[config.mk]
export PLATFORM = sky130hd
export DESIGN_NAME = if_stage
export DESIGN_NICKNAME = d
export VERILOG_FILES = /design/src/rtl/if_stage.sv
export SDC_FILE = /design/constraint.sdc
export NUM_CORES = 1
export LEC_CHECK = 0
export ABC_AREA = 1
export CAP_MARGIN = 20
export CORE_MARGIN = 4
export CORE_UTILIZATION = 50
export CTS_BUF_LIST = sky130_fd_sc_hd__clkbuf_16
export DETAILED_ROUTE_END_ITERATION = 10
export GPL_ROUTABILITY_DRIVEN = 0
export PLACE_DENSITY = 0.9
export SYNTH_ARGS = -nofsm -noshare
export SYNTH_HDL_FRONTEND = slang
export SYNTH_SLANG_ARGS = --single-unit
export TNS_END_PERCENT = 30
[constraint.sdc]
create_clock -name Clk -period 3.9 [get_ports Clk]
set_input_delay 0.975 -clock Clk [delete_from_list [all_inputs] [get_ports Clk]]
set_output_delay 0.975 -clock Clk [all_outputs]
set_load 0.01 [all_outputs]
[src/rtl/if_stage.sv]
// Instruction fetch stage: one outstanding imem request, a one-word stall buffer and redirect kill.
// Optional IF_TRACKER_EN enables the per-delivery sequence tag counter; otherwise IF_tracker_o is 8'h00.
module if_stage #(
  parameter logic [31:0] RESET_PC = 32'h0000_0000,
  parameter logic [31:0] NOP_INST = 32'h0000_0013
) (
  input  logic        Clk,
  input  logic        Reset,
  input  logic        Stall_if,
  input  logic        Inst_jump_i,
  input  logic [31:0] Src_jump_target_i,
  input  logic        Branch_taken_i,
  input  logic [31:0] Src_branch_target_i,
  output logic        Imem_req_o,
  output logic [31:0] Imem_addr_o,
  input  logic        Imem_valid_i,
  input  logic [31:0] Imem_rdata_i,
  output logic [31:0] Instruction_o,
  output logic [31:0] Src_pc_o,
  output logic [7:0]  IF_tracker_o
);

  // state | meaning
  // IDLE  | post-reset settle cycle, memory responses ignored
  // REQ   | issue one request at pc
  // WAIT  | request outstanding, waiting for Imem_valid_i
  // HOLD  | response parked in hold buffer while downstream stalls
  localparam logic [1:0] S_IDLE = 2'd0;
  localparam logic [1:0] S_REQ  = 2'd1;
  localparam logic [1:0] S_WAIT = 2'd2;
  localparam logic [1:0] S_HOLD = 2'd3;

  logic [1:0]  state_q, state_d;
  logic [31:0] pc_q, pc_d;
  logic [31:0] inst_q, inst_d;
  logic [31:0] src_pc_q, src_pc_d;
  logic [31:0] hold_q, hold_d;
  logic        kill_q, kill_d;
  logic        deliver;
  logic [31:0] deliver_word;
  logic        redirect;
  logic [31:0] redirect_sel;

  assign redirect     = Branch_taken_i | Inst_jump_i;
  assign redirect_sel = Branch_taken_i ? Src_branch_target_i : Src_jump_target_i;

  always_comb begin
    state_d      = state_q;
    pc_d         = pc_q;
    src_pc_d     = src_pc_q;
    hold_d       = hold_q;
    kill_d       = kill_q;
    inst_d       = Stall_if ? inst_q : NOP_INST;
    deliver      = 1'b0;
    deliver_word = Imem_rdata_i;

    case (state_q)
      S_IDLE: state_d = S_REQ;
      S_REQ: begin
        state_d = S_WAIT;
        if (redirect) kill_d = 1'b1;
      end
      S_WAIT: begin
        if (Imem_valid_i) begin
          // A killed or redirect-coincident response is dropped without delivery.
          if (kill_q || redirect) begin
            kill_d  = 1'b0;
            state_d = S_REQ;
          end else if (Stall_if) begin
            hold_d  = Imem_rdata_i;
            state_d = S_HOLD;
          end else begin
            deliver = 1'b1;
            state_d = S_REQ;
          end
        end else if (redirect) begin
          kill_d = 1'b1;
        end
      end
      S_HOLD: begin
        if (redirect) begin
          state_d = S_REQ;
        end else if (!Stall_if) begin
          deliver      = 1'b1;
          deliver_word = hold_q;
          state_d      = S_REQ;
        end
      end
      default: state_d = S_IDLE;
    endcase

    if (deliver) begin
      inst_d   = deliver_word;
      src_pc_d = pc_q;
      pc_d     = pc_q + 32'd4;
    end
    if (redirect) begin
      pc_d   = {redirect_sel[31:2], 2'b00};
      inst_d = NOP_INST;
    end
  end

  always_ff @(posedge Clk) begin
    if (Reset) begin
      state_q  <= S_IDLE;
      pc_q     <= RESET_PC;
      inst_q   <= NOP_INST;
      src_pc_q <= 32'h0;
      hold_q   <= 32'h0;
      kill_q   <= 1'b0;
    end else begin
      state_q  <= state_d;
      pc_q     <= pc_d;
      inst_q   <= inst_d;
      src_pc_q <= src_pc_d;
      hold_q   <= hold_d;
      kill_q   <= kill_d;
    end
  end

`ifdef IF_TRACKER_EN
  logic [7:0] tag_q;

  always_ff @(posedge Clk) begin
    if (Reset) tag_q <= 8'h00;
    else if (deliver) tag_q <= tag_q + 8'd1;
  end

  assign IF_tracker_o = tag_q;
`else
  assign IF_tracker_o = 8'h00;
`endif

  assign Imem_req_o    = (state_q == S_REQ);
  assign Imem_addr_o   = pc_q;
  assign Instruction_o = inst_q;
  assign Src_pc_o      = src_pc_q;

endmodule

==> impl_metrics.env <==
export IMPL_dp_final_hpwl_um=14220
export IMPL_synth_compound_area_frac=0.1813
export IMPL_cap_violations=0
export IMPL_htreeDepth=4
export IMPL_crit_top_cell="nand2_4"
export IMPL_critPathLaunchType="input port"
export IMPL_hold_viol=0
export IMPL_cts_sinks=127
export IMPL_power_density_mw_per_mm2=378.2
export IMPL_grt_use_total=0.2565
export IMPL_core_mm2=0.01330
export IMPL_syn_inst=1037
export IMPL_postRouteAntennaNets=0
export IMPL_fillers=1100
export IMPL_synthAdderAreaFrac=0.009156
export IMPL_dieHeight_um=124.9
export IMPL_layout_cells_most_common_list="nand2_1, clkdlybuf4s50_1, dfxtp_1"
export IMPL_synth_area_mm2=0.006833
export IMPL_vias=7457
export IMPL_synth_simple_area_share=0.3137
export IMPL_crit_family="simple AND/OR/NAND/NOR gates"
export IMPL_cp_num_cells=11
export IMPL_worst_ir_drop_vdd_mv=0.2728
export IMPL_r2r_start="state_q[0]"
export IMPL_end_kind="flop"
export IMPL_skew_ns=0.007869
export IMPL_cts_hold_fix_buffers=0
export IMPL_layout_drive_gt1_share=0.06777
export IMPL_cts_buffer_depth=2
export IMPL_drc=0
export IMPL_cts_made_buffers=17
export IMPL_critPathMaxStageDelay_ns=0.50
export IMPL_fin_crit_ns=2.805
export IMPL_grt_max_degree=66
export IMPL_port_buffers=190
export IMPL_setup_tns_ns=0
export IMPL_startpoint="Branch_taken_i"
export IMPL_dr_first_iter_drc_count=894
export IMPL_worst_pin_slew_ns=0.7705
export IMPL_first_pass_iters=6
export IMPL_cts_tree="yes"
export IMPL_grt_pass1_vias=6862
export IMPL_post_cts_resized=0
export IMPL_synth_top_family_by_area="simple AND/OR/NAND/NOR gates"
export IMPL_relSlewSlack=0.4863
export IMPL_critical_path_class="input port to flop"
export IMPL_muxShareOfSynthArea=0.02344
export IMPL_worst_path_max_fanout=37
export IMPL_syn2layout_area_growth_pct=36.35
export IMPL_async_flop_share=0
export IMPL_setup_viol=0
export IMPL_viasPerCell=5.380
export IMPL_cts_setup_buffers=0
export IMPL_power_leakage_uw=0.003714
export IMPL_avgSynthCellArea_um2=6.589
export IMPL_layout_commonest_cell="nand2_1"
export IMPL_r2r_cells=12
export IMPL_seq_area_frac_synth=0.3721
export IMPL_clk_pin_slew_ns=0.06
export IMPL_wire_per_inst_um=15.05
export IMPL_ys_warn_count=0
export IMPL_ios=207
export IMPL_report_power_total_uw=3524
export IMPL_die_w_um=124.9
export IMPL_rrSetupSlack_ns=1.53
export IMPL_synth_xor_area_frac=0.002564
export IMPL_num_antenna_cells=0
export IMPL_path_buf_inv=3
export IMPL_ys_types=39
export IMPL_worst_hold_path_type="flop to flop"
export IMPL_rsz0062_at_grt="false"
export IMPL_antenna_found_initial=0
export IMPL_clockRootBuffer="clkbuf_16"
export IMPL_gr_total_overflow=0
export IMPL_wirelength_um=20860
export IMPL_std_cell_rows=42
export IMPL_post_route_period_util=0.7192
export IMPL_ys_ff_latch=127
export IMPL_die_area_mm2=0.01560
export IMPL_grt_pass1_wl_um=33180
export IMPL_worstPathCellList="clkdlybuf4s50_1, clkinv_2, nand2_2, nor2_4, nand2_4, nand2_2, nand2_4, nand2_4, inv_2, a21oi_1, nor2_1"
export IMPL_critPathSlowestCell="clkdlybuf4s50_1"
export IMPL_crit_required_ns=4.21
export IMPL_slew_violations=0
export IMPL_crit_arrival_ns=3.11
export IMPL_status="finished, final reports clean"
export IMPL_fmax_ghz=0.3565
export IMPL_nets=1304
export IMPL_start_util=0.5139
export IMPL_timing_rr_end="Imem_addr_o[29]"
export IMPL_crit_end="Imem_addr_o[7]"
export IMPL_insertion_delay_ns=0.42
export IMPL_synth_edff_count=0
export IMPL_synth_main_ff_cell="dfxtp_1"
[layer usage]
| layer | part of all wire | vias to the layer above | global-route usage |
|---|---|---|---|
| met1 | 0.42 | 3378 | 0.3177 |
| met5 | 0 | - | 0 |
| met3 | 0.073 | 60 | 0.06003 |
| met2 | 0.47 | 321 | 0.4230 |
| met4 | 0.036 | 0 | 0.1212 |
| li1 | - | 3698 | - |
[worst register-to-register path, stage by stage, from the launching register on]
cell,delay (ns)
dfxtp_1,0.40
inv_1,0.07
ha_1,0.22
nand2_1,0.08
inv_1,0.24
nand2_4,0.19
nand2_2,0.08
nand2_4,0.33
nand2_4,0.26
inv_2,0.21
nand2_1,0.07
nand3_1,0.08
inv_1,0.04
[stage by stage]
| step | instances | cell area (um2) | setup slack [ns] | util | hold slack (ns) |
|---|---|---|---|---|---|
| after floorplan | 1048 | 6874 | 1.755 | - | 0.4244 |
| final | 1386 | 9316 | 1.095 | 0.7007 | 0.4507 |
| after CTS | 1386 | 9316 | 1.127 | 0.7007 | 0.4518 |
| after detailed placement | 1354 | 8697 | 0.7154 | 0.6542 | 0.4428 |
| after global routing | 1386 | 9316 | 0.9424 | 0.7007 | 0.4667 |
| after global placement | 1354 | 8697 | 0.7217 | 0.6542 | 0.4379 |
[how the worst min path moves through the flow]
stage / startpoint / end / slack, ns / cells after the start
final: hold_q[4] / hold_q[4] / 0.45 / 2
after floorplan: hold_q[0] / hold_q[0] / 0.42 / 2
after global placement: hold_q[4] / hold_q[4] / 0.44 / 2
after CTS: hold_q[4] / hold_q[4] / 0.45 / 2
after detailed placement: hold_q[4] / hold_q[4] / 0.44 / 2
after global routing: Instruction_o[10] / Instruction_o[10] / 0.47 / 2
[flip-flops by register name, summed over array words and instances, names as in the netlist]
signal / cells
kill_q: 1
Src_pc_o: 30
Imem_addr_o: 30
Instruction_o: 32
state_q: 2
hold_q: 32
[kinds of logic after synthesis]
family	count (synthesis)
AO/OA/AOI/OAI	234
XOR/XNOR	2
adder cells (fa/ha/maj)	5
buffers and inverters	141
flip-flops	127
multiplexers	16
other	1
AND/OR/NAND/NOR	511
[synth_stat cells, types with 2 or more instances]
library cell  number  share of area
nor2_4             3         0.0049
o21bai_1           2         0.0022
mux2i_1           16          0.023
clkbuf_1          36          0.020
o22ai_1            5         0.0046
nand4_1            2         0.0018
buf_6              6         0.0099
or2_2             20          0.018
dfxtp_1          127           0.37
buf_4             20          0.022
nand2_1          311           0.17
nor2_1            81          0.044
a31oi_1           15          0.014
inv_1             62          0.034
nor4_1             2         0.0018
buf_2             10         0.0073
nand3_1           82          0.060
o21ai_1           24          0.018
o211ai_1           5         0.0055
a21oi_1          125          0.092
o21ai_0           54          0.040
nand2_2            3         0.0027
inv_2              3         0.0016
nand2_4            3         0.0049
ha_1               5         0.0092
xor2_1             2         0.0026
[cell type report]
cell class / instances / area, um2 / share of cell area
Clock inverter: 15 / 193.9 / 0.02082
Tap cell: 176 / 220.2 / 0.02364
Sequential cell: 127 / 2542 / 0.2729
Timing Repair Buffer: 204 / 2014 / 0.2162
Inverter: 67 / 252.7 / 0.02713
Clock buffer: 17 / 425.4 / 0.04566
Multi-Input combinational cell: 780 / 3667 / 0.3936
[power breakdown]
group / switching [uW] / total, uW / internal (uW)
Clock: 603 / 1670 / 1070
Sequential: 44.8 / 1380 / 1330
Combinational: 247 / 477 / 230
Total: 895 / 3520 / 2630
(Power assumes the default switching activity.)
